[config.mk]
export PLATFORM = sky130hd
export DESIGN_NAME = vga_frame_monitor
export DESIGN_NICKNAME = d
export VERILOG_FILES = /design/src/rtl/vga_frame_monitor.sv
export SDC_FILE = /design/constraint.sdc
export NUM_CORES = 1
export LEC_CHECK = 0
export ABC_AREA = 0
export ABC_CLOCK_PERIOD_IN_PS = 7100
export CAP_MARGIN = 20
export CORE_MARGIN = 10
export CORE_UTILIZATION = 34
export DETAILED_ROUTE_END_ITERATION = 10
export PLACE_DENSITY = 0.52
export SLEW_MARGIN = 10
export SYNTH_ARGS = -nofsm -noshare
export SYNTH_HDL_FRONTEND = slang
export SYNTH_SLANG_ARGS = --single-unit
[constraint.sdc]
create_clock -name sys_clk -period 7.1 [get_ports sys_clk]
set_clock_uncertainty 0.1 [all_clocks]
set_input_delay 1.42 -clock sys_clk [delete_from_list [all_inputs] [get_ports sys_clk]]
set_output_delay 1.42 -clock sys_clk [all_outputs]
set_load 0.005 [all_outputs]
[src/rtl/vga_frame_monitor.sv]
// VGA stream monitor: taps hsync/vsync/RGB on the pixel strobe, measures
// line and frame timing, flags sticky timing errors, checksums active video.
//
// Ports:
//   sys_clk    - system clock
//   rst        - synchronous active-high reset
//   pix_en     - pixel strobe; all sampling only on edges with pix_en=1
//   vga_hs     - hsync under test
//   vga_vs     - vsync under test
//   vga_rgb    - pixel data under test (RGB_W bits)
//   clr_err    - single-cycle clear of the sticky error flags
//   locked     - high while the monitor tracks frames (RUN)
//   frame_done - one-cycle pulse per completed frame
//   frame_cnt  - completed frames since reset (wraps)
//   h_meas     - last measured line length in samples
//   v_meas     - last measured frame length in lines
//   act_pix    - active pixels counted in the last frame
//   checksum   - rotate/xor checksum of the last frame's active pixels
//   err        - sticky errors:
//                [0] line length  [1] hsync width  [2] frame length
//                [3] vsync width  [4] active count [5] hsync timeout

module vga_frame_monitor #(
  parameter int   H_TOTAL  = 800,
  parameter int   H_SYNC   = 96,
  parameter int   H_BP     = 48,
  parameter int   H_ACTIVE = 640,
  parameter int   V_TOTAL  = 525,
  parameter int   V_SYNC   = 2,
  parameter int   V_BP     = 33,
  parameter int   V_ACTIVE = 480,
  parameter int   RGB_W    = 12,
  parameter logic HS_POL   = 1'b0,
  parameter logic VS_POL   = 1'b0,
  parameter int   CW       = 12
) (
  input  logic             sys_clk,
  input  logic             rst,
  input  logic             pix_en,
  input  logic             vga_hs,
  input  logic             vga_vs,
  input  logic [RGB_W-1:0] vga_rgb,
  input  logic             clr_err,
  output logic             locked,
  output logic             frame_done,
  output logic [15:0]      frame_cnt,
  output logic [CW-1:0]    h_meas,
  output logic [CW-1:0]    v_meas,
  output logic [31:0]      act_pix,
  output logic [31:0]      checksum,
  output logic [5:0]       err
);

  localparam logic [31:0] L_HTOT = 32'(H_TOTAL);
  localparam logic [31:0] L_HSW  = 32'(H_SYNC);
  localparam logic [31:0] L_VTOT = 32'(V_TOTAL);
  localparam logic [31:0] L_VSW  = 32'(V_SYNC);
  localparam logic [31:0] L_X0   = 32'(H_SYNC + H_BP);
  localparam logic [31:0] L_Y0   = 32'(V_SYNC + V_BP);
  localparam logic [31:0] L_HACT = 32'(H_ACTIVE);
  localparam logic [31:0] L_VACT = 32'(V_ACTIVE);
  localparam logic [31:0] L_ACT  = 32'(H_ACTIVE * V_ACTIVE);
  localparam logic [31:0] L_TMO  = 32'(2 * H_TOTAL);

  typedef enum logic {
    S_SEEK = 1'b0,
    S_RUN  = 1'b1
  } state_t;

  state_t r_state;
  state_t w_state_nxt;

  // history holds "asserted" flags, so reset (0) is the deasserted level
  logic          r_hs_a;
  logic          r_vs_a;
  logic [CW-1:0] r_h_cnt;
  logic [CW-1:0] r_v_cnt;
  logic [CW-1:0] r_hw;
  logic [CW-1:0] r_vw;
  logic          r_first;
  logic [31:0]   r_csum;
  logic [31:0]   r_act;

  logic          r_frame_done;
  logic [15:0]   r_frame_cnt;
  logic [CW-1:0] r_h_meas;
  logic [CW-1:0] r_v_meas;
  logic [31:0]   r_act_pix;
  logic [31:0]   r_checksum;
  logic [5:0]    r_err;

  logic        w_hs_a;
  logic        w_vs_a;
  logic        w_hs_le;
  logic        w_hs_fe;
  logic        w_vs_le;
  logic        w_vs_fe;
  logic        w_run;
  logic [31:0] w_h_inc;
  logic [31:0] w_v_inc;
  logic        w_tmo;
  logic        w_fend;
  logic        w_x_ok;
  logic        w_y_ok;
  logic        w_act;
  logic [5:0]  w_err_set;

  function automatic logic [CW-1:0] sat_inc(
    input logic [CW-1:0] v
  );
    return (&v) ? v : v + CW'(1);
  endfunction

  assign w_hs_a  = (vga_hs == HS_POL);
  assign w_vs_a  = (vga_vs == VS_POL);
  assign w_hs_le = pix_en & w_hs_a & ~r_hs_a;
  assign w_hs_fe = pix_en & ~w_hs_a & r_hs_a;
  assign w_vs_le = pix_en & w_vs_a & ~r_vs_a;
  assign w_vs_fe = pix_en & ~w_vs_a & r_vs_a;
  assign w_run   = (r_state == S_RUN);

  assign w_h_inc = 32'(r_h_cnt) + 32'd1;
  assign w_v_inc = 32'(r_v_cnt) + 32'd1;

  // samples since the last hs edge reach twice a line: stream lost
  assign w_tmo  = w_run & pix_en & ~w_hs_le & (w_h_inc >= L_TMO);
  assign w_fend = w_run & w_vs_le & ~w_tmo;

  assign w_x_ok = (32'(r_h_cnt) >= L_X0) &&
                  (32'(r_h_cnt) <  L_X0 + L_HACT);
  assign w_y_ok = (32'(r_v_cnt) >= L_Y0) &&
                  (32'(r_v_cnt) <  L_Y0 + L_VACT);
  assign w_act  = w_run & pix_en & w_x_ok & w_y_ok & ~w_fend;

  always_comb begin
    w_err_set    = '0;
    w_err_set[0] = w_run & w_hs_le & ~r_first &
                   (w_h_inc != L_HTOT);
    w_err_set[1] = w_run & w_hs_fe & ~r_first &
                   (32'(r_hw) != L_HSW);
    w_err_set[2] = w_fend & (w_v_inc != L_VTOT);
    w_err_set[3] = w_run & w_vs_fe & (32'(r_vw) != L_VSW);
    w_err_set[4] = w_fend & (r_act != L_ACT);
    w_err_set[5] = w_tmo;
  end

  always_comb begin
    w_state_nxt = r_state;
    unique case (r_state)
      S_SEEK: if (w_vs_le) w_state_nxt = S_RUN;
      S_RUN:  if (w_tmo)   w_state_nxt = S_SEEK;
    endcase
  end

  always_ff @(posedge sys_clk) begin
    if (rst) begin
      r_state      <= S_SEEK;
      r_hs_a       <= 1'b0;
      r_vs_a       <= 1'b0;
      r_h_cnt      <= '0;
      r_v_cnt      <= '0;
      r_hw         <= '0;
      r_vw         <= '0;
      r_first      <= 1'b0;
      r_csum       <= '0;
      r_act        <= '0;
      r_frame_done <= 1'b0;
      r_frame_cnt  <= '0;
      r_h_meas     <= '0;
      r_v_meas     <= '0;
      r_act_pix    <= '0;
      r_checksum   <= '0;
      r_err        <= '0;
    end else begin
      r_state      <= w_state_nxt;
      r_frame_done <= w_fend;
      // a flag raised in the clearing cycle survives the clear
      r_err <= (r_err & ~{6{clr_err}}) | w_err_set;

      if (pix_en) begin
        r_hs_a <= w_hs_a;
        r_vs_a <= w_vs_a;

        if (w_hs_a) begin
          r_hw <= w_hs_le ? CW'(1) : sat_inc(r_hw);
        end

        // the hs edge coincident with the vs edge counts as line one
        if (w_vs_le) begin
          r_vw <= w_hs_le ? CW'(1) : '0;
        end else if (w_vs_a && w_hs_le) begin
          r_vw <= sat_inc(r_vw);
        end

        if (!w_run || w_tmo) begin
          r_h_cnt <= '0;
          r_v_cnt <= '0;
          r_csum  <= '0;
          r_act   <= '0;
          r_first <= 1'b1;
        end else begin
          r_h_cnt <= sat_inc(r_h_cnt);

          if (w_act) begin
            r_act  <= r_act + 32'd1;
            r_csum <= {r_csum[30:0], r_csum[31]} ^
                      32'(vga_rgb);
          end

          if (w_hs_le) begin
            r_h_cnt <= '0;
            r_first <= 1'b0;
            if (!r_first) r_h_meas <= r_h_cnt + CW'(1);
            if (!w_vs_le) r_v_cnt <= sat_inc(r_v_cnt);
          end

          if (w_fend) begin
            r_v_meas    <= r_v_cnt + CW'(1);
            r_act_pix   <= r_act;
            r_checksum  <= r_csum;
            r_frame_cnt <= r_frame_cnt + 16'd1;
            r_act       <= '0;
            r_csum      <= '0;
            r_v_cnt     <= '0;
          end
        end
      end
    end
  end

  assign locked     = (r_state == S_RUN);
  assign frame_done = r_frame_done;
  assign frame_cnt  = r_frame_cnt;
  assign h_meas     = r_h_meas;
  assign v_meas     = r_v_meas;
  assign act_pix    = r_act_pix;
  assign checksum   = r_checksum;
  assign err        = r_err;

endmodule

# After elaboration in Yosys (flattened, before gate mapping)
# Index checks and enable logic that the tools add are counted.
[word_totals]
in_bits = 18
regBits = 227
out_inout_bits = 112
[classes]
eq_ne = 10
addsub = 8
reduce_logical = 21
n_bitwise = 40
muxes = 25
magnitude_cmp = 5
[ops]
columns = ["op", "count"]
rows = [
  ["$mux 32", 6],
  ["$mux 12", 13],
  ["$add 12x1->12 const B", 4],
  ["$reduce_and 12->1", 4],
  ["$add 32x1->32 const B", 1],
  ["$ne 32x19->1 const B", 1],
  ["$xor 32x12->32", 1],
  ["$add 12x1->13 const B", 2],
  ["$and 1x1->1", 26],
  ["$ne 13x10->1 const B", 2],
  ["$lt 12x10->1 const B", 2],
  ["$add 16x1->16 const B", 1],
  ["$ge 13x11->1 const B", 1],
  ["$ge 12x6->1 const B", 1],
  ["$ge 12x8->1 const B", 1],
  ["$ne 12x2->1 const B", 1],
  ["$ne 12x7->1 const B", 1],
  ["$not 1->1", 10],
  ["$reduce_and 3->1", 3],
  ["$reduce_and 4->1", 2],
  ["$and 6x6->6", 1],
  ["$ne 3x3->1 const B", 2],
  ["$not 6->6", 1],
  ["$or 6x6->6", 1],
  ["10 further kinds", 21],
]

# Logic depth before layout (Yosys ltp)
# Gate-level depths: netlist (run 1).
[depth]
ltp_word = 13
ltp_mapped = 10

# Least setup slack after synthesis (run 1)
# No wires, ideal clock.
[synth_timing]
kind = "input -> register"
start = "in pix_en"
end = "reg r_act[13]"
path_stages = 7
t_required_ns = 6.874
setup_ns = 0.126
arrival_time_ns = 3.063
setup_slack_ns = 3.811
cell_sequence = "clkbuf_1 > o211ai_1 > nor3_2 > a21oi_2 > buf_2 > a21oi_1 > o22ai_1"
[synth_via]
elab_chain_cells = 11
elab_cells_between_ends = 20
classes_between = "mux: 2; bitwise: 15; reduce/logical: 3"
[synth_lines]
columns = ["item", "line_no", "source"]
rows = [
  ["start, declared", "39", "input logic pix_en,"],
  ["$and 1x1->1 (2 in series)", "116", "assign w_hs_le = pix_en & w_hs_a & ~r_hs_a;"],
  ["$not 1->1", "126", "assign w_tmo = w_run & pix_en & ~w_hs_le & (w_h_inc >= L_TMO);"],
  ["$and 1x1->1 (2 in series)", "126", ""],
  ["$not 1->1", "127", "assign w_fend = w_run & w_vs_le & ~w_tmo;"],
  ["$and 1x1->1", "127", ""],
  ["$not 1->1", "133", "assign w_act = w_run & pix_en & w_x_ok & w_y_ok & ~w_fend;"],
  ["$and 1x1->1", "133", ""],
  ["$reduce_bool 3->1 (no source line)", "-", ""],
  ["$reduce_and 2->1 (no source line)", "-", ""],
  ["end signal, assigned", "205", "r_act <= r_act + 32'd1;"],
  ["end, declared", "82", "logic [31:0] r_act;"],
]
# Several ways; a longest one is shown, not always the timed one.
# A chain may end at the register's enable or synchronous reset.

# Worst setup path in the final report (run 1)
[layout_timing]
start = "in pix_en"
end = "reg r_frame_cnt[7], in the netlist frame_cnt[7]"
[layout_via]
elab_chain_cells = 8
elab_cells_between_ends = 14
classes_between = "bitwise: 12; reduce/logical: 2"
[layout_lines]
columns = ["item", "line_no", "source"]
rows = [
  ["$and 1x1->1 (2 in series)", "116", ""],
  ["$not 1->1", "126", ""],
  ["$and 1x1->1 (2 in series)", "126", ""],
  ["$not 1->1 or $logic_or 1x1->1 (tied branches)", "127, 195", ""],
  ["$and 1x1->1 or $not 1->1 (tied branches)", "-", ""],
  ["$reduce_and 3->1 (no source line) (*)", "-", ""],
  ["end signal, assigned", "221", "r_frame_cnt <= r_frame_cnt + 16'd1;"],
  ["end, declared", "85", "logic [15:0] r_frame_cnt;"],
]
# Mark *: on every way between the ends. The rest lies on a longest branch, timed or not.

==> results of run 1 <==
-- routing by layer --
metal | wire length (um) | share of wire [%]
met1 | 15500 | 50
met2 | 13200 | 42
met4 | 723 | 2.3
met3 | 1900 | 6.1
met5 | 0 | 0
-- registers in the layout, summed over array words and instances (netlist names), 6 cells and up --
| name | cells |
|---|---|
| r_v_cnt | 12 |
| r_vw | 12 |
| r_act | 32 |
| frame_cnt | 16 |
| v_meas | 12 |
| h_meas | 12 |
| r_csum | 32 |
| r_h_cnt | 12 |
| act_pix | 32 |
| checksum | 32 |
| err | 6 |
| r_hw | 12 |
-- power groups by stage --
stage	sequential (mW)	clock, mW	combinational, mW
2_1_floorplan	1.31	0	0.0753
3_3_place_gp	1.32	0	0.122
3_5_place_dp	1.32	0	0.123
4_1_cts	1.29	1.50	0.124
5_1_grt	1.29	1.56	0.134
6_report	1.29	1.46	0.123
-- critical path: stages --
cell and delay, ns:
clkdlybuf4s50_1 0.74, buf_4 0.29, o211ai_1 0.26, o31ai_4 0.60, a211o_4 0.69, nor4_1 0.14
mux2_1 0.34
-- final timing paths --
path | from | end | slack [ns] | cells past startpoint
worst min register to register | act_pix[18] | act_pix[18] | 0.35 | 2
worst min-delay path | act_pix[18] | act_pix[18] | 0.35 | 2
worst max-delay path | pix_en | frame_cnt[7] | 2.88 | 7
worst max register to register | r_h_cnt[1] | frame_cnt[9] | 3.53 | 8
-- through the flow --
step | hold slack [ns] | area [um2] | setup WS [ns]
2_1_floorplan | 0.344 | 10800 | 3.81
3_3_place_gp | 0.343 | 12200 | 2.29
3_5_place_dp | 0.346 | 12200 | 2.23
4_1_cts | 0.354 | 13100 | 2.80
5_1_grt | 0.367 | 13100 | 2.59
6_report | 0.351 | 13100 | 2.88
-- layout by cell type (no fill, tap or decap), types with 4 or more instances in the layout --
cell type,Yosys,layout
a21oi_1,110,110
clkbuf_8,0,9
inv_1,26,26
o31ai_1,10,10
nor3_1,22,22
nand2_1,270,269
and2_1,8,8
nor4b_1,4,4
or3_1,13,13
a41oi_1,8,8
xor2_1,26,26
xnor2_1,26,26
nor4_1,14,14
nand3_1,43,43
mux2i_1,6,6
nor2b_1,4,4
o21ai_0,29,29
a22oi_1,4,4
and3_1,14,14
nor2_1,87,87
clkbuf_16,0,27
clkinv_2,0,6
a211oi_1,22,22
dfxtp_1,227,227
buf_4,13,12
nand4_1,59,59
and4_1,8,8
clkdlybuf4s50_1,0,128
a311oi_1,10,10
or4_1,5,5
a31oi_1,74,74
ha_1,11,11
nand2b_1,13,13
-- cells by family (layout without fill, tap and decap cells) --
family | after synthesis | count (layout) | share of synthesized area [%]
muxes | 9 | 9 | 0.872
xor gates and xnor gates | 52 | 52 | 4.23
AOI/OAI and AO/OA | 313 | 313 | 19.1
adders and majority gates | 11 | 11 | 1.28
DFF | 227 | 227 | 42.2
buffers and inverters | 134 | 219 | 5.65
and+or+nand+nor | 592 | 592 | 26.6
-- cell type report --
class                      count  area (um2)
clock inverter                11         140
inverter                      26        97.6
fill                        3175       18300
timing repair buffer         143        1410
sequential                   227        4540
multi-input combinational    977        5630
clock buffer                  39         811
tap                          402         503
==> out/metrics.cfg, run 1 <==
[yosys]
syn_avg_cell_area_um2 = 8.04
async_flop_share_pct = 0
synth_edf_count = 0
ys_seq_area_share_pct = 42.2
synth.most_common_cell = nand2_1
syn_inst = 1338
synth_top_area_share_pct = 42.2
synthTopCellsByArea = dfxtp_1 42%, nand2_1 9.4%, a21oi_1 5.1%, a31oi_1 4.3%, nand4_1 3.4%
syn_area_um2 = 10800
ys_seq_elements = 227
synthTopCellsByCount = 270 x nand2_1, 227 x dfxtp_1, 110 x a21oi_1
synth_top_area_cell = dfxtp_1
yosysWarnings = 0
synth_nets = 1367
ys_types = 81
synth-main-ff-cell = dfxtp_1

[routing]
wl_per_cell_um = 17.2
drc = 0
drt.antenna.violating_nets = 0
drt_wl_total_mm = 31.4
dr.pass1.iters = 5
vias = 9878
viasPerCell = 5.41
drt_iter0_markers = 632

[floorplan]
start_util_pct = 34.3
rows = 65
chipWidth_um = 198
die_h_um = 198
ios = 130
die-area_um2 = 39200
core_region_area_um2 = 31400

[global_route]
grt_pass1_wl_mm = 50.7
grt_overflow = 0
grt_antenna_before_repair = 0
track_usage_pct = 15.6
grt_busiest_layer = met2
use_met2_pct = 23.1
grt_util_met1_pct = 21.8
grt.met3_usage_pct = 3.75
grt_pass1_vias = 9150
grt_max_degree = 89

[critical_path]
cp.required_ns = 7.43
endpoint_kind = flop
worst_ep_arrival_time_ns = 4.54
critPathKind = primary input to flop
cp_max_fo = 80
cp-start-kind = primary input

[clock_network]
ctsResizeCount = 0
clock-sinks = 227
post_cts_buffers = 0
path_clk_slew_ns = 0.06
ctsHoldBuffers = 0
cts_buffers = 27
clkLatencyLatePin_ns = 0.54
cts_tree = done
cts_htree_levels = 1
clockBufferDepth = 3
root_buffer = clkbuf_16

[power]
power_frac_comb_pct = 4.3
power_frac_seq_pct = 44.8
clkPwrFrac_pct = 51.0
power.internal_mw = 2.22
irDropWorstVdd_mv = 0.182
sw_frac_of_total_pct = 22.8
switchingPower_uw = 657
power_density_nw_per_um2 = 219
power_leakage_nw = 4.08
total_power_mw = 2.87

[placed_design]
gp_congestion = 0.836
place_inst = 1774
hpwlAfterDp_mm = 20.6
portBuffers = 129

[min_path]
min_path_type = flop to flop

[timing]
rsz0062_at_grt = no
worst_slew_pin_slew_ns = 1.10
min_period_ns = 4.22
drv_slew = 0
max_freq_mhz = 237
finalSetupViolations = 0
finalSetupTns_ns = 0
final_hold_viol_count = 0
slew_headroom_pct = 26.7
period_share_pct = 59.4

[run_status]
status = complete, no violations

[final_layout]
nNetsFinal = 1431
syn_to_final_growth_pct = 22.1
final_cell_count_no_fill = 1825
diodes = 0
drive_above_1_share_pct = 6.32
final_util_pct = 41.8

[run]
maxCapViolCount = 0

Power figures use the tool's default switching activity.
==> inputs of run 2 (changes only) <==
- ABC_CLOCK_PERIOD_IN_PS: 7100 -> 3500
- PLACE_DENSITY: 0.52 -> 0.54
- clock period: 7.1 -> 3.5 ns (I/O delays scaled with it)
==> run 2 against run 1 <==
Against the previous run: clock power grew 79%; wire length shrank 0.77%; largest cell class unchanged; total power grew 91%; via count is essentially flat; design area is essentially flat; sequential share of layout area is essentially flat; worst setup slack lost 2.5 ns; final cell count grew 0.49%; first-iteration DRC count grew 6.5%; core utilization is essentially flat; sequential cell count is the same; sequential power grew 100%.
==> out/metrics.cfg, run 2 (synthesized netlist as in run 1, its figures left out) <==
[routing]
drt.antenna.violating_nets = 0  ; unchanged
wl_per_cell_um = 17.0  ; -1.3%
drc = 0  ; unchanged
viasPerCell = 5.39  ; -0.46%
vias = 9881  ; +0.030%
dr.pass1.iters = 5  ; unchanged
drt_wl_total_mm = 31.1  ; -0.77%
drt_iter0_markers = 673  ; +6.5%

[critical_path]
cp_max_fo = 89  ; +11%
worst_ep_arrival_time_ns = 3.51  ; -1.03 ns
cp.buffers_inverters = 2  ; unchanged
critPathMaxStageDelay_ns = 0.50  ; -0.24 ns
cp-start-kind = flop
critPathKind = flop to flop
crit_chain = ha_1 -> and3_1 -> and4_1 -> nor3_2 -> buf_4 -> a211oi_4 -> buf_12 -> o21ai_0 -> a21oi_1
cpLargestDelayFamily = simple AND/OR/NAND/NOR gates
cp_slowest_cell = dfxtp_1
endpoint_kind = flop
cp.required_ns = 3.85  ; -3.58 ns

[final_layout]
mostFrequentLayoutCells = 269 x nand2_1, 227 x dfxtp_1, 128 x clkdlybuf4s50_1, 110 x a21oi_1, 87 x nor2_1
drive_above_1_share_pct = 6.28  ; -0.040 points
diodes = 0  ; unchanged
design_area_um2 = 13100  ; about the same
layout_commonest_cell = nand2_1
ff_latch_area_um2 = 4540  ; unchanged
nNetsFinal = 1443  ; +0.84%
final_cell_count_no_fill = 1834  ; +0.49%
nFillCells = 3230  ; +1.7%
syn_to_final_growth_pct = 22.1  ; about the same
multi_input_area_um2 = 5630  ; -0.13%

[clock_network]
clkLatencyLatePin_ns = 0.52  ; -0.02 ns
post_cts_buffers = 0  ; unchanged
cts_buffers = 26  ; -3.7%
path_clk_slew_ns = 0.06  ; about the same
root_buffer = clkbuf_16
ctsHoldBuffers = 0  ; unchanged
cts_tree = done
ctsResizeCount = 0  ; unchanged
clockBufferDepth = 3  ; unchanged
clock-sinks = 227  ; unchanged
cts_htree_levels = 1  ; unchanged

[global_route]
grt_pass1_wl_mm = 50.6  ; -0.14%
grt_overflow = 0  ; unchanged
grt_max_degree = 90  ; +1.1%
grt_pass1_vias = 9294  ; +1.6%
track_usage_pct = 15.4  ; -0.12 points
grt_antenna_before_repair = 1  ; +1

[floorplan]
die-area_um2 = 39200  ; unchanged
rows = 65  ; unchanged
chipWidth_um = 198  ; unchanged
die_h_um = 198  ; unchanged
core_region_area_um2 = 31400  ; unchanged
start_util_pct = 34.3  ; unchanged
ios = 130  ; unchanged

[timing]
worst_slew_pin_slew_ns = 1.00  ; -0.0985 ns
final_hold_viol_count = 0  ; unchanged
rsz0062_at_grt = no
drv_slew = 0  ; unchanged
period_share_pct = 90.4
min_period_ns = 3.16
max_freq_mhz = 316
finalSetupTns_ns = 0  ; unchanged
slew_headroom_pct = 32.6  ; +6.0 points
finalSetupViolations = 0  ; unchanged

[placed_design]
placed_area_um2 = 12300  ; +1.2%
gp_congestion = 0.861  ; +3.0%
place_inst = 1788  ; +0.79%
hpwlAfterDp_mm = 21.1  ; +2.5%
portBuffers = 129  ; unchanged

[run_status]
status = complete, no violations

[min_path]
min_path_type = flop to flop

[power]
power_density_nw_per_um2 = 417  ; +91%
irDropWorstVdd_mv = 0.315  ; +73%
power_leakage_nw = 4.07  ; -0.19%

[run]
maxCapViolCount = 0  ; unchanged

==> run 2: metal layers <==
layer	part of all wire, %	GRT usage (%)	vias to the layer above
met5	0.042	0	-
met4	1.3	3.08	2
met3	7.5	3.85	31
met2	42	23.1	252
met1	49	21.9	4654
li1	-	-	4942
==> run 2: worst reg2reg max path: stages, from the launching register on <==
cell and delay, ns:
dfxtp_1 0.50, ha_1 0.47, and3_1 0.48, and4_1 0.30
nor3_2 0.06, buf_4 0.18, a211oi_4 0.27, buf_12 0.33
o21ai_0 0.26, a21oi_1 0.15
==> run 2: final cells by class <==
| class | count | area share [%] |
|---|---|---|
| Clock buffer | 46 | 6.22 |
| Inverter | 26 | 0.743 |
| Multi-Input combinational cell | 977 | 42.8 |
| Sequential cell | 227 | 34.6 |
| Tap cell | 402 | 3.83 |
| Timing Repair Buffer | 156 | 11.8 |
==> run 2: stage by stage <==
step / total power [mW] / utilization, % / hold WS, ns / setup WS (ns)
detailed placement: 2.93 / 39.2 / 0.347 / 0.236
floorplan: 2.82 / - / 0.344 / 0.877
CTS: 5.57 / 41.8 / 0.355 / 0.328
finish: 5.48 / 41.8 / 0.353 / 0.337
global route: 5.70 / 41.8 / 0.376 / 0.104
global placement: 2.93 / 39.2 / 0.342 / 0.249
==> run 2: final timing paths <==
path                    start           to  slack [ns]  cells after the start
setup / recovery   r_h_cnt[1]       err[4]        0.34                      9
hold / removal    act_pix[20]  act_pix[20]        0.35                      2
setup reg to reg   r_h_cnt[1]       err[4]        0.34                      9
hold reg to reg   act_pix[20]  act_pix[20]        0.35                      2
==> run 2: where the power goes <==
group	leakage (nW)	internal [mW]	switching, mW
Sequential	1.83	2.60	0.0145
Combinational	1.84	0.0858	0.174
Clock	0.397	1.56	1.05
==> RTL change 1, RTL diff (config.mk and constraints of run 2) <==
The parameter `VS_POL` goes from 1'b0 to 1'b1.
--- a/src/rtl/vga_frame_monitor.sv
+++ b/src/rtl/vga_frame_monitor.sv
@@ -31,7 +31,7 @@
   parameter int   V_ACTIVE = 480,
   parameter int   RGB_W    = 12,
   parameter logic HS_POL   = 1'b0,
-  parameter logic VS_POL   = 1'b0,
+  parameter logic VS_POL   = 1'b1,
   parameter int   CW       = 12
 ) (
   input  logic             sys_clk,
Check against the original RTL: not equivalent (a bounded check fails within 4 cycles, from zero or initial values and one cycle with rst high).
==> RTL change 1 against run 2 <==
Combinational power grew 15%. Worst setup slack worse by 0.0018 ns. Power up 4.9%. Sequential cell count unchanged. Fmax about the same. Final cell count shrank 3.9%. Clock power grew 8.8%. Largest cell class unchanged. Wire length rose by 4.1%. Via count decreased by 0.65%. Sequential share of layout area hardly changed. First-iteration DRC count rose by 2.4%. Area after synthesis down 2.5%. Worst hold slack improved by 0.017 ns. Final area about the same. Highest routed layer is now met4.
==> RTL change 1: results (changes against run 2) <==
** Worst hold path
- End point of the most critical hold path :: h_meas[1]$_SDFFE_PP0P_ (was act_pix[20]$_SDFFE_PP0P_)
- The hold path startpoint is h_meas[1]$_SDFFE_PP0P_ (was act_pix[20]$_SDFFE_PP0P_).

** Global routing
- The largest net degree at the start of global routing is 85 (was 90).
- First-pass GRT wire length :: 52600 um (was 50600 um)
- Via count of the first global-routing pass :: 9547 (was 9294)
- Initial antenna violation count :: 0 (was 1)

** Final layout
- Count of plain and timing-repair buffers :: 172 (was 156)
- The number of fillers in the final layout is 3062 (was 3230).
- Clock buf/inv share :: 6.89% (was 6.22%)
- The share of final layout cell area taken by non-clock buffers was 12.7% (was 11.8%).
- The proportion of layout cells with a drive suffix above 1 is 8.27% (was 6.28%).
- Clock buf count :: 36 (was 46)
- Total area of multi-input combinational cells :: 5410 sq um (was 5630 sq um)

** Pwr
- The internal portion of total power was 0.00440 W (was 0.00424 W).
- The worst-case vdd ir drop came to 383 uV (was 315 uV).

** Detailed routing
- The detailed-router iteration count before antenna repair was 6 (was 5).
- Violation count after the first detailed-routing iteration :: 689 (was 673)

** Yosys
- Cells taking the most area after synthesis :: dfxtp_1, nand3_1, a21oi_1 (was dfxtp_1, nand2_1, a21oi_1)
- The number of nets produced by synthesis was 1281 (was 1367).
- Ranking of synthesized cells by instance count :: dfxtp_1, nand3_1, a21oi_1 (was nand2_1, dfxtp_1, a21oi_1)

** Placement
- The weighted congestion at the end of routability-driven global placement is 0.871 (was 0.861).
- The number of cells after detailed placement is 1715 (was 1788).
- The area after detailed placement came to 12200 sq um (was 12300 sq um).
- The detailed placement HPWL came to 21900 um (was 21100 um).

** Worst setup path
- RR Endpoint :: v_meas[0]$_SDFFE_PP0P_ (was err[4]$_SDFF_PP0_)
- Worst EP arrival :: 3.44 ns (was 3.51 ns)
- Critical Path Slowest Stage Cell :: nor2_1 (was dfxtp_1)
- The largest stage delay on the critical path came to 0.77 ns (was 0.50 ns).

** Status
- Outcome :: completed (unchanged)
RTL change 1: power groups by stage:
| stage | clock network, W | registers [W] | logic, W |
|---|---|---|---|
| 3_3_place_gp | 0 | 0.00267 | 0.000300 |
| 3_5_place_dp | 0 | 0.00267 | 0.000302 |
| 5_1_grt | 0.00301 | 0.00261 | 0.000329 |
| 4_1_cts | 0.00291 | 0.00261 | 0.000303 |
| 2_1_floorplan | 0 | 0.00266 | 0.000174 |
| 6_report | 0.00284 | 0.00261 | 0.000300 |
RTL change 1: cells by family after synthesis:
kind of cell | Yosys count | share of synthesized area (%)
compound gates | 368 | 22.6
xor+xnor | 51 | 4.26
fa+ha+maj | 12 | 1.43
buf+inv | 134 | 5.33
flops | 227 | 43.3
mux | 9 | 0.894
simple gates | 450 | 22.2
RTL change 1: per-layer routing:
metal,part of all wire [%],wire [um],GRT usage (%),vias to the layer above
met1,48,15500,22.0,4711
met5,0,0,0,-
met4,1.5,478,3.62,0
met2,45,14700,26.2,252
li1,-,-,-,4818
met3,5.4,1760,2.73,36
==> RTL change 2, RTL diff (flow settings as in run 2) <==
Without the edit above. Add an input register stage for `pix_en`, `vga_hs`, `vga_vs`, `vga_rgb` and `clr_err`; this delays them by one clock. Comments in the files are not updated.
--- a/src/rtl/vga_frame_monitor.sv
+++ b/src/rtl/vga_frame_monitor.sv
@@ -67,6 +67,28 @@
     S_RUN  = 1'b1
   } state_t;
 
+  logic pix_en_q;
+  logic vga_hs_q;
+  logic vga_vs_q;
+  logic [RGB_W-1:0] vga_rgb_q;
+  logic clr_err_q;
+
+  always_ff @(posedge sys_clk) begin
+    if (rst) begin
+      pix_en_q  <= '0;
+      vga_hs_q  <= '0;
+      vga_vs_q  <= '0;
+      vga_rgb_q <= '0;
+      clr_err_q <= '0;
+    end else begin
+      pix_en_q  <= pix_en;
+      vga_hs_q  <= vga_hs;
+      vga_vs_q  <= vga_vs;
+      vga_rgb_q <= vga_rgb;
+      clr_err_q <= clr_err;
+    end
+  end
+
   state_t r_state;
   state_t w_state_nxt;
 
@@ -111,26 +133,26 @@
     return (&v) ? v : v + CW'(1);
   endfunction
 
-  assign w_hs_a  = (vga_hs == HS_POL);
-  assign w_vs_a  = (vga_vs == VS_POL);
-  assign w_hs_le = pix_en & w_hs_a & ~r_hs_a;
-  assign w_hs_fe = pix_en & ~w_hs_a & r_hs_a;
-  assign w_vs_le = pix_en & w_vs_a & ~r_vs_a;
-  assign w_vs_fe = pix_en & ~w_vs_a & r_vs_a;
+  assign w_hs_a  = (vga_hs_q == HS_POL);
+  assign w_vs_a  = (vga_vs_q == VS_POL);
+  assign w_hs_le = pix_en_q & w_hs_a & ~r_hs_a;
+  assign w_hs_fe = pix_en_q & ~w_hs_a & r_hs_a;
+  assign w_vs_le = pix_en_q & w_vs_a & ~r_vs_a;
+  assign w_vs_fe = pix_en_q & ~w_vs_a & r_vs_a;
   assign w_run   = (r_state == S_RUN);
 
   assign w_h_inc = 32'(r_h_cnt) + 32'd1;
   assign w_v_inc = 32'(r_v_cnt) + 32'd1;
 
   // samples since the last hs edge reach twice a line: stream lost
-  assign w_tmo  = w_run & pix_en & ~w_hs_le & (w_h_inc >= L_TMO);
+  assign w_tmo  = w_run & pix_en_q & ~w_hs_le & (w_h_inc >= L_TMO);
   assign w_fend = w_run & w_vs_le & ~w_tmo;
 
   assign w_x_ok = (32'(r_h_cnt) >= L_X0) &&
                   (32'(r_h_cnt) <  L_X0 + L_HACT);
   assign w_y_ok = (32'(r_v_cnt) >= L_Y0) &&
                   (32'(r_v_cnt) <  L_Y0 + L_VACT);
-  assign w_act  = w_run & pix_en & w_x_ok & w_y_ok & ~w_fend;
+  assign w_act  = w_run & pix_en_q & w_x_ok & w_y_ok & ~w_fend;
 
   always_comb begin
     w_err_set    = '0;
@@ -175,9 +197,9 @@
       r_state      <= w_state_nxt;
       r_frame_done <= w_fend;
       // a flag raised in the clearing cycle survives the clear
-      r_err <= (r_err & ~{6{clr_err}}) | w_err_set;
-
-      if (pix_en) begin
+      r_err <= (r_err & ~{6{clr_err_q}}) | w_err_set;
+
+      if (pix_en_q) begin
         r_hs_a <= w_hs_a;
         r_vs_a <= w_vs_a;
 
@@ -204,7 +226,7 @@
           if (w_act) begin
             r_act  <= r_act + 32'd1;
             r_csum <= {r_csum[30:0], r_csum[31]} ^
-                      32'(vga_rgb);
+                      32'(vga_rgb_q);
           end
 
           if (w_hs_le) begin
Behaviour: not the same (Yosys sat finds a counterexample within 4 cycles, from zero or initial values and one cycle with rst high).
==> RTL change 2 against run 2 <==
Area after synthesis shrank 5.3%. Power rose by 5.5%. Wire length fell by 13%. Sequential cell count is 16 higher. Clock power increased by 6%. Final area is 2.7% lower. Worst setup slack improved by 0.011 ns. Global-route usage down 1.4 points. Critical endpoint is now r_act[28]$_SDFFE_PP0P_. Largest cell class unchanged.
==> RTL change 2: results (changes against run 2) <==
** Status
- Outcome :: completed (unchanged)

** Worst setup path
- Longest individual stage delay on the worst path :: 0.53 ns (was 0.50 ns)
- The library cell contributing the largest single delay on the critical path was a31o_2 (was dfxtp_1).
- The largest fanout of any net on the critical path came to 41 (was 89).
- The critical path data arrival time came to 3.47 ns (was 3.51 ns).
- The kind of cell with the highest combined delay on the critical path was compound AO/OA/AOI/OAI gates (was simple AND/OR/NAND/NOR gates).

** Yosys
- Post-synthesis net count :: 1228 (was 1367)
- Ranking of synthesized cells by instance count: dfxtp_1, nand2_1, a21oi_1 (was nand2_1, dfxtp_1, a21oi_1).
- The number of warnings reported in the yosys synthesis log came to 0 (unchanged).
- The sequential area share after synthesis came to 47.7% (was 42.2%).
- Netlist cell types :: 66 (was 81)
- Average cell area after synthesis :: 8.51 sq um (was 8.04 sq um)
- Cells taking the most area after synthesis: dfxtp_1, nand2_1, a21oi_1 (unchanged).
- Share of flip-flops with an asynchronous set or reset after synthesis :: 0% (unchanged)
- Share of the synthesized area in the top cell type :: 47.7% (was 42.2%)

** Clock network
- The total CTS buffers is 28 (was 26).
- The number of buffers on the longest clock path was 3 (unchanged).
- The latest clock arrival within the worst-skew pair came to 0.54 ns (was 0.52 ns).
- The register clock-pin slew on the reported worst setup and hold paths was 0.06 ns (about the same).
- The clock tree root driver cell was clkbuf_16 (unchanged).
- Setup bufs post-CTS :: 0 (unchanged)
- The number of gates resized after cts is 0 (unchanged).
- Number of levels the H-tree was split into :: 1 (unchanged)

** Placement
- Total placed instance area :: 11900 sq um (was 12300 sq um)
- The detailed placement HPWL is 18400 um (was 21100 um).
- Worst Setup Slack post-DPL :: 0.365 ns (was 0.236 ns)
- Port Buffer Count :: 129 (unchanged)
- Gpl congestion :: 0.865 (was 0.861)
- The number of cells after detailed placement was 1664 (was 1788).

** Detailed routing
- Average wire per cell in the routed design :: 15.8 um (was 17.0 um)
- The wire length reported by the detailed router was 27100 um (was 31100 um).
- The via count of the routed design was 8696 (was 9881).
- Detailed-routing iteration count for the pre-antenna-repair pass :: 5 (unchanged)
- The first-iteration detailed-routing DRC count is 523 (was 673).

** Final layout
- The number of nets in the layout is 1334 (was 1443).
- Share of cells above drive strength 1 :: 6.19% (was 6.28%)
- Antenna diode count :: 0 (unchanged)
- The number of fillers in the final layout is 2996 (was 3230).

** Pwr
- The leakage power figure was 4.33 nW (was 4.07 nW).
- Largest voltage drop on the vdd net :: 314 uV (was 315 uV)

** Global routing
- First-pass GRT wire length :: 43500 um (was 50600 um)
- The largest net degree at the start of global routing is 82 (was 90).
- Overall Global Routing Usage :: 14.1% (was 15.4%)
- Initial antenna violation count :: 0 (was 1)
- The number of global-route vias before repair came to 8255 (was 9294).

** Timing
- The relative slew slack came to 33.8% (was 32.6%).

** Worst hold path
- The worst min-delay path class was flip-flop to flip-flop (unchanged).
## RTL change 2: worst paths after layout
kind,startpoint,end,slack (ns),depth (start not counted)
worst max-delay path,r_h_cnt[1]$_SDFFE_PP0P_,r_act[28]$_SDFFE_PP0P_,0.35,8
worst min-delay path,checksum[13]$_SDFFE_PP0P_,checksum[13]$_SDFFE_PP0P_,0.35,2
worst min register to register,checksum[13]$_SDFFE_PP0P_,checksum[13]$_SDFFE_PP0P_,0.35,2
worst max register to register,r_h_cnt[1]$_SDFFE_PP0P_,r_act[28]$_SDFFE_PP0P_,0.35,8
## RTL change 2: area by class of cell
| type | instances | area (sq um) | share of cell area [%] |
|---|---|---|---|
| clock inverters | 7 | 37.5 | 0.294 |
| well taps | 390 | 488 | 3.82 |
| clock buffers | 44 | 842 | 6.59 |
| repair buffers | 155 | 1530 | 12.0 |
| flip-flops and latches | 243 | 4860 | 38.1 |
| inverters | 34 | 128 | 0.998 |
| multi-input cells | 842 | 4890 | 38.3 |
## RTL change 2: cell families (layout without fill, tap and decap cells)
kind of cell | count (synthesis) | after routing | synth area share [%]
flops | 243 | 243 | 47.7
fa+ha+maj | 12 | 12 | 1.47
mux | 4 | 4 | 0.393
compound gates | 283 | 283 | 18.2
buf+inv | 113 | 240 | 4.63
xor+xnor | 53 | 53 | 4.55
simple gates | 490 | 490 | 23.0
## RTL change 2: power breakdown
group / switching (W) / total [W] / internal [W]
Clock: 0.00113 / 0.00277 / 0.00164
Combinational: 0.000125 / 0.000199 / 0.0000736
Sequential: 0.0000214 / 0.00281 / 0.00279
## RTL change 2: layer usage
layer | routed length (um) | share of wire [%] | GRT usage, %
met5 | 0 | 0 | 0
met4 | 535 | 2.0 | 3.08
met3 | 1420 | 5.2 | 3.02
met2 | 12600 | 46 | 23.3
met1 | 12600 | 46 | 18.4
